### src/rtl/pic_host_ctrl.sv
// -----------------------------------------------------------------------------
// pic_host_ctrl
//
// CPU-side bus master for an 8259-style interrupt controller. Converts simple
// command requests into CS/A0/RD/WR bus cycles (ICW/OCW writes, IRR/ISR/IMR
// reads). When INT is raised it runs the two-pulse INTA acknowledge and
// captures the vector driven during the second pulse.
//
// Optional build macro:
//   PIC_HOST_INT_SYNC_EN - int_in passes through a 2-flop synchronizer before
//                          arbitration (adds 2 clocks of acknowledge latency).
//                          Undefined: int_in is sampled directly.
//
// Parameters:
//   STROBE_CYCLES - low time of rd_n/wr_n/inta_n in clocks (>= 1)
//   GAP_CYCLES    - inta_n high time between the two INTA pulses (>= 1)
//
// Ports:
//   clk, rst         clock, asynchronous active-high reset
//   cmd_valid/ready  command handshake (ready only in an arbitrating IDLE)
//   cmd_write        1 = bus write, 0 = bus read
//   cmd_a0, cmd_data address bit and write data of the command
//   rsp_valid/data   one-cycle read response
//   vector_valid/vector  one-cycle interrupt vector report
//   busy             FSM not in IDLE
//   int_in           INT from the controller
//   cs_n, rd_n, wr_n, inta_n, a0, dout   bus outputs (all registered)
//   din              read/vector data bus from the controller
// -----------------------------------------------------------------------------
module pic_host_ctrl #(
  parameter int STROBE_CYCLES = 2,
  parameter int GAP_CYCLES    = 2
) (
  input  logic       clk,
  input  logic       rst,
  input  logic       cmd_valid,
  output logic       cmd_ready,
  input  logic       cmd_write,
  input  logic       cmd_a0,
  input  logic [7:0] cmd_data,
  output logic       rsp_valid,
  output logic [7:0] rsp_data,
  output logic       vector_valid,
  output logic [7:0] vector,
  output logic       busy,
  input  logic       int_in,
  output logic       cs_n,
  output logic       rd_n,
  output logic       wr_n,
  output logic       inta_n,
  output logic       a0,
  output logic [7:0] dout,
  input  logic [7:0] din
);

  localparam logic [2:0] ST_IDLE   = 3'd0;
  localparam logic [2:0] ST_SETUP  = 3'd1;
  localparam logic [2:0] ST_STROBE = 3'd2;
  localparam logic [2:0] ST_HOLD   = 3'd3;
  localparam logic [2:0] ST_INTA1  = 3'd4;
  localparam logic [2:0] ST_GAP    = 3'd5;
  localparam logic [2:0] ST_INTA2  = 3'd6;
  localparam logic [2:0] ST_DONE   = 3'd7;

  // Terminal counts: counters run 0 .. N-1 inside a multi-cycle state.
  localparam logic [15:0] STROBE_LAST = 16'(STROBE_CYCLES - 1);
  localparam logic [15:0] GAP_LAST    = 16'(GAP_CYCLES - 1);

  logic [2:0]  state_r;
  logic [15:0] cnt_r;
  logic        arb_ok_r;  // IDLE has served its mandatory quiet cycle
  logic        write_r;   // latched direction of the command in flight
  logic        int_s;     // interrupt request as seen by the arbiter

`ifdef PIC_HOST_INT_SYNC_EN
  logic [1:0] int_sync_r;

  // Two-flop synchronizer for an INT driven from another clock domain.
  always_ff @(posedge clk or posedge rst) begin
    if (rst) begin
      int_sync_r <= 2'b00;
    end else begin
      int_sync_r <= {int_sync_r[0], int_in};
    end
  end

  assign int_s = int_sync_r[1];
`else
  assign int_s = int_in;
`endif

  // Bus sequencer: state, cycle counter and every registered output.
  always_ff @(posedge clk or posedge rst) begin
    if (rst) begin
      state_r      <= ST_IDLE;
      cnt_r        <= 16'd0;
      arb_ok_r     <= 1'b0;
      write_r      <= 1'b0;
      cmd_ready    <= 1'b0;
      rsp_valid    <= 1'b0;
      rsp_data     <= 8'h00;
      vector_valid <= 1'b0;
      vector       <= 8'h00;
      busy         <= 1'b0;
      cs_n         <= 1'b1;
      rd_n         <= 1'b1;
      wr_n         <= 1'b1;
      inta_n       <= 1'b1;
      a0           <= 1'b0;
      dout         <= 8'h00;
    end else begin
      // Report pulses last exactly one cycle.
      rsp_valid    <= 1'b0;
      vector_valid <= 1'b0;
      case (state_r)
        ST_IDLE: begin
          if (!arb_ok_r) begin
            // Quiet cycle after returning to IDLE (or leaving reset).
            arb_ok_r  <= 1'b1;
            cmd_ready <= !int_s;
          end else if (int_s) begin
            // Acknowledge wins over a simultaneous command.
            state_r   <= ST_INTA1;
            cnt_r     <= 16'd0;
            arb_ok_r  <= 1'b0;
            cmd_ready <= 1'b0;
            busy      <= 1'b1;
            cs_n      <= 1'b1;
            inta_n    <= 1'b0;
          end else if (cmd_valid && cmd_ready) begin
            state_r   <= ST_SETUP;
            arb_ok_r  <= 1'b0;
            cmd_ready <= 1'b0;
            busy      <= 1'b1;
            write_r   <= cmd_write;
            a0        <= cmd_a0;
            cs_n      <= 1'b0;
            // Reads leave the write bus at its previous value.
            if (cmd_write) begin
              dout <= cmd_data;
            end else begin
              dout <= dout;
            end
          end else begin
            cmd_ready <= !int_s;
          end
        end

        ST_SETUP: begin
          state_r <= ST_STROBE;
          cnt_r   <= 16'd0;
          if (write_r) begin
            wr_n <= 1'b0;
          end else begin
            rd_n <= 1'b0;
          end
        end

        ST_STROBE: begin
          if (cnt_r == STROBE_LAST) begin
            state_r <= ST_HOLD;
            wr_n    <= 1'b1;
            rd_n    <= 1'b1;
            // Read data is taken on the edge that ends the strobe.
            if (!write_r) begin
              rsp_data  <= din;
              rsp_valid <= 1'b1;
            end else begin
              rsp_data  <= rsp_data;
            end
          end else begin
            cnt_r <= cnt_r + 16'd1;
          end
        end

        ST_HOLD: begin
          state_r <= ST_IDLE;
          cs_n    <= 1'b1;
          busy    <= 1'b0;
        end

        ST_INTA1: begin
          if (cnt_r == STROBE_LAST) begin
            state_r <= ST_GAP;
            cnt_r   <= 16'd0;
            inta_n  <= 1'b1;
          end else begin
            cnt_r <= cnt_r + 16'd1;
          end
        end

        ST_GAP: begin
          if (cnt_r == GAP_LAST) begin
            state_r <= ST_INTA2;
            cnt_r   <= 16'd0;
            inta_n  <= 1'b0;
          end else begin
            cnt_r <= cnt_r + 16'd1;
          end
        end

        ST_INTA2: begin
          // A dropped INT does not abort; the vector is captured regardless.
          if (cnt_r == STROBE_LAST) begin
            state_r      <= ST_DONE;
            inta_n       <= 1'b1;
            vector       <= din;
            vector_valid <= 1'b1;
          end else begin
            cnt_r <= cnt_r + 16'd1;
          end
        end

        ST_DONE: begin
          state_r <= ST_IDLE;
          busy    <= 1'b0;
        end

        default: begin
          state_r   <= ST_IDLE;
          cnt_r     <= 16'd0;
          arb_ok_r  <= 1'b0;
          cmd_ready <= 1'b0;
          busy      <= 1'b0;
          cs_n      <= 1'b1;
          rd_n      <= 1'b1;
          wr_n      <= 1'b1;
          inta_n    <= 1'b1;
        end
      endcase
    end
  end

endmodule

### config.mk
export PLATFORM = sky130hd
export DESIGN_NAME = pic_host_ctrl
export DESIGN_NICKNAME = d
export VERILOG_FILES = /design/src/rtl/pic_host_ctrl.sv
export SDC_FILE = /design/constraint.sdc
export NUM_CORES = 1
export LEC_CHECK = 0
export ABC_AREA = 1
export CAP_MARGIN = 20
export CORE_ASPECT_RATIO = 1.25
export CORE_MARGIN = 4
export CORE_UTILIZATION = 53
export DETAILED_ROUTE_END_ITERATION = 8
export PLACE_DENSITY = 0.81
export SKIP_LAST_GASP = 1
export SYNTH_ARGS = -nofsm -noshare
export SYNTH_HDL_FRONTEND = slang
export SYNTH_SLANG_ARGS = --single-unit
### constraint.sdc
create_clock -name clk -period 2 [get_ports clk]
set_clock_uncertainty 0.15 [all_clocks]
set_input_delay 0.4 -clock clk [delete_from_list [all_inputs] [get_ports clk]]
set_output_delay 0.4 -clock clk [all_outputs]
set_load 0.03 [all_outputs]
Yosys cells after proc, flatten, opt, wreduce, memory -nomap -nowiden. Cells that the tools add are included. Widths: inputs -> output; s select.

Input bits: 22. Bits in registers: 54. Word-level logic and storage cells: 102. Output and inout bits: 33.

$add $sub $neg: 1. Bitwise gates (word level): 2. Mux-type cells: 41. Equal/unequal tests: 19. Reductions and logical operators: 23.

Operators with widths (number): $mux 16 (4); $pmux 16 s4 (1); $mux 1 (23); $mux 3 (7); $pmux 3 s7 (1); $ne 2x2->1 const B (9); $add 16x1->16 const B (1); $eq 16x1->1 const B (1); $reduce_and 3->1 (5); $eq 3x3->1 const B (4); $reduce_and 5->1 (2); $pmux 1 s2 (4); $reduce_and 4->1 (2); $reduce_or 2->1 (4); $eq 3x2->1 const B (2); $reduce_and 6->1 (1); $reduce_bool 2->1 (3); $reduce_bool 4->1 (1); $eq 3x1->1 const B (1); $logic_not 3->1 (1); $ne 3x3->1 const B (1); $pmux 1 s3 (1); $reduce_bool 3->1 (1); $ne 2x1->1 const B (1); other kinds (4) (5).

Longest topological paths before layout.
Depth after elaboration: 5. Gate-level depth with buffers: 11. Gate-level depth less buffers: 11.

Worst setup path before layout. OpenSTA, ideal clock, no wires.

Path kind: flip-flop to flip-flop. Start: register cnt_r[1]. End: register vector[0]. Period minus slack after synthesis: 1.615 ns. Cell stages (with the launch flop): 11. Path buffers: 1. Data arrival time: 1.347 ns. Path slack: 0.385 ns. Data required time: 1.732 ns. Library setup time: 0.118 ns. Cells stage by stage: dfrtp_1 > inv_1 > ha_1 > inv_1 > nor2_1 > nand2_1 > nor2_4 > nand4_4 > buf_6 > nand2_2 > o21ai_2.

Word-level cells in the longest chain between the ends: 2.

Ends and longest elaborated chain: start: declaration (line 70) `logic [15:0] cnt_r;`; start signal: assignment (line 172) `cnt_r <= cnt_r + 16'd1;`; start signal: assignment (line 188) `cnt_r <= cnt_r + 16'd1;`; start signal: assignment (line 198) `cnt_r <= cnt_r + 16'd1;`; $eq 16x1->1 (line 204) `if (cnt_r == STROBE_LAST) begin`; $reduce_and 2->1 (no line); end signal: assignment (line 207) `vector <= din;`; end: declaration (line 44) `output logic [7:0] vector,`.

Every way passes these cells. A chain may end at the register's enable or synchronous reset.

Worst setup path after layout.
Start: register vector[7]. End: output vector[7].

No word-level cell between the ends.

==> results.md <==
- Outcome: finished, final reports clean
- Worst path cell trace: clkdlybuf4s50_1
- Initial DRC count: 141
- Via count: 2632
- Gr ovfl total: 0
- First-pass GRT wire length: 11670 um
- CP max-delay cell: clkdlybuf4s50_1
- Fin crit share: a little over nine tenths
- Core area: 5480 um^2
- Port Buffers: 54
- Post-CTS setup buffer count: 0
- WS Path Type: register to primary output
- Worst skew pair latency: about 0.31 ns
- Initial antenna violation count: 0
- Clk sinks: 54
- Critical path launch point type: register
- R2r startpoint: cnt_r[0]$_DFFE_PP0P_
- Leading cell type in the layout, fill and taps excluded: nand2_1
- TritonCTS clock tree: built
- FP Rows: 30
- Lkg Pwr: 0.001911 uW
- CTS root buffer: clkbuf_8
- Width of the die: roughly 75 um
- Via density: about 5.2
- Hold Path Class: input port to async pin
- Hold Buf Count CTS: 0
- Worst reg2reg path endpoint: cnt_r[0]$_DFFE_PP0P_
- Maximum VDD drop: 0.001147 V
- Worst Max-Slew Pin Slew: 0.4046 ns
- Die Height: 92.37 um
- Synth area leaders: dfrtp_1 (41%), nand2_1 (18%), inv_1 (4.1%)
- Die area: 6973 um^2
- Worst path max stage delay: 0.69 ns
- # Max-Cap Violations: 0
- First-pass iteration count of the detailed router: 4
- Crit path buffers/inverters: 1
- Setup TNS Final: 0 ns
- R2R depth: 10
- Syn nets: roughly 410
- Design Area, Final: 3725 um^2
- Average size of a mapped cell: 7.798 um^2
- Wire per inst: 12.94 um
- # diodes: 0
- # H-tree levels: 2
- Final-report hold violation count: 0
- Area grow syn2layout: 23.42%
- Slew headroom: 72.82%
- Count of pins over their slew limit: 0
- Setup slack, reg-to-reg: 0.18 ns
- Most frequent cells in the layout: nand2_1 (144), dfrtp_1 (50), clkdlybuf4s50_1 (50), inv_1 (32), nor2_1 (26)
- Seq/Total Area, Yosys: 44.94%
- CP Capture Type: primary output
- Arrival time worst endpoint: 1.39 ns
- # fillers: about 480
- Post-DP Area: between 3000 and 4000 um^2
- Clock Pin Slew Worst Setup and Hold Paths: 0.11 ns
- Final setup fails: 0
- Detail Route Antenna Nets: 0
- CTS Buf Count: 5
- Global Route Usage Sum: 20.69%
- Share of cells above drive strength 1: 13.54%
- Synth top area share: 41.46%
- CP delay by family, top: buffers and inverters
- Distinct cells, synth: 36
- Initial core utilization: 55.07%
- Syn Inst Count: 387
- Top cell type by total area after synthesis: dfrtp_1
- PD cells: 1411 nW/um^2
- Drt total wl: around 6600 um
- DRC viols: 0
- RD Place Congestion: a little over 0.9
- CP max FO: 2
- RSZ-0062 raised after global routing: false
- Min cycle time layout: 1.943 ns
- Synthesis Warnings: 0
- Synth Register Bits: 54
- Mapped cell area: 3018 um^2
- FMAX: 514.6 MHz
- Final HPWL DP: about 5000 um
- Required time of the critical path: 1.45 ns
- Nets@finish: roughly 470
- Pin count of the biggest net entering global routing: 55
- # IOs: 55
- Number of global-route vias before repair: approximately 2700
- Maximum buffer depth of the clock tree: 2
==> worst max-delay path by stage <==
stage / start / end / cells after the start
finish: vector[7]$_DFFE_PP0P_ / vector[7] / 1
global route: vector[7]$_DFFE_PP0P_ / vector[7] / 1
CTS: vector[7]$_DFFE_PP0P_ / vector[7] / 1
detailed placement: cmd_valid / dout[1]$_DFFE_PP0P_ / 8
global placement: cmd_valid / dout[1]$_DFFE_PP0P_ / 8
floorplan: rst / a0$_DFFE_PP0P_ / 1
==> metrics by stage <==
stage / std cells / power, uW / hold slack, ns / setup slack, ns / utilization, %
3_3_place_gp: 499 / 4483 / 0.2976 / 0.1150 / 65.94
3_5_place_dp: 499 / 4549 / 0.3041 / 0.06778 / 65.94
6_report: 507 / 5256 / 0.2797 / 0.05660 / 67.97
4_1_cts: 507 / 5297 / 0.2944 / 0.04850 / 67.97
2_1_floorplan: 387 / 3590 / 0.3268 / 0.1420 / -
5_1_grt: 507 / 5615 / 0.2974 / 0.01145 / 67.97
==> state kept, by name (all words and copies together) (netlist names), 3 cells and up <==
name / count
vector: 8
cnt_r: 16
dout: 8
rsp_data: 8
state_r: 3
==> cells by family (layout without fill, tap and decap cells) <==
kind of cell | after synthesis | after routing | synth area share [%]
buffers and inverters | 52 | 108 | 7.836
and+or+nand+nor | 228 | 228 | 34.83
DFF | 54 | 54 | 44.94
adders and majority gates | 2 | 2 | 0.8291
xor gates and xnor gates | 3 | 3 | 0.8708
AOI/OAI and AO/OA | 48 | 48 | 10.70
==> power breakdown <==
group,internal (uW),total (uW),switching [uW],leakage (uW)
Sequential,1500,1830,336,0.000688
Combinational,977,2660,1680,0.00116
Clock,382,764,381,0.0000591
Total,2850,5260,2400,0.00191
==> routing by layer <==
metal  share of wire [%]  global-route usage, %  vias to the layer above
met3                 5.1                  5.429                        8
li1                    -                      -                     1341
met2                  51                  34.94                       52
met4                 1.1                  5.248                        0
met1                  43                  25.77                     1231
met5                   0                      0                        -
==> repair_timing <==
action | in CTS | in global routing
endpoints found under the setup margin | 4 | 0
endpoints found under the hold margin | 0 | 0
gates resized for setup | 4 | 0
==> Yosys cell counts (all sizes together) <==
cell / n
a21oi: 3
dfstp: 4
o21ai: 25
nand4: 10
nand2: 152
a31oi: 1
clkinv: 1
or2: 2
nand3: 22
nor3: 3
xnor2: 2
dfrtp: 50
o211ai: 12
inv: 38
buf: 12
nor2: 39
o21bai: 5
xor2: 1
clkbuf: 1
ha: 2
a21o: 2
==> cell type report <==
type / instances / area [um^2] / share of cell area [%]
Clock inverter: 3 / 47.55 / 1.276
Tap cell: 64 / 80.08 / 2.150
Sequential cell: 54 / 1356 / 36.41
Timing Repair Buffer: 61 / 600.6 / 16.12
Inverter: 39 / 146.4 / 3.930
Clock buffer: 5 / 68.82 / 1.847
Multi-Input combinational cell: 281 / 1425 / 38.26
Power figures use the tool's default switching activity.
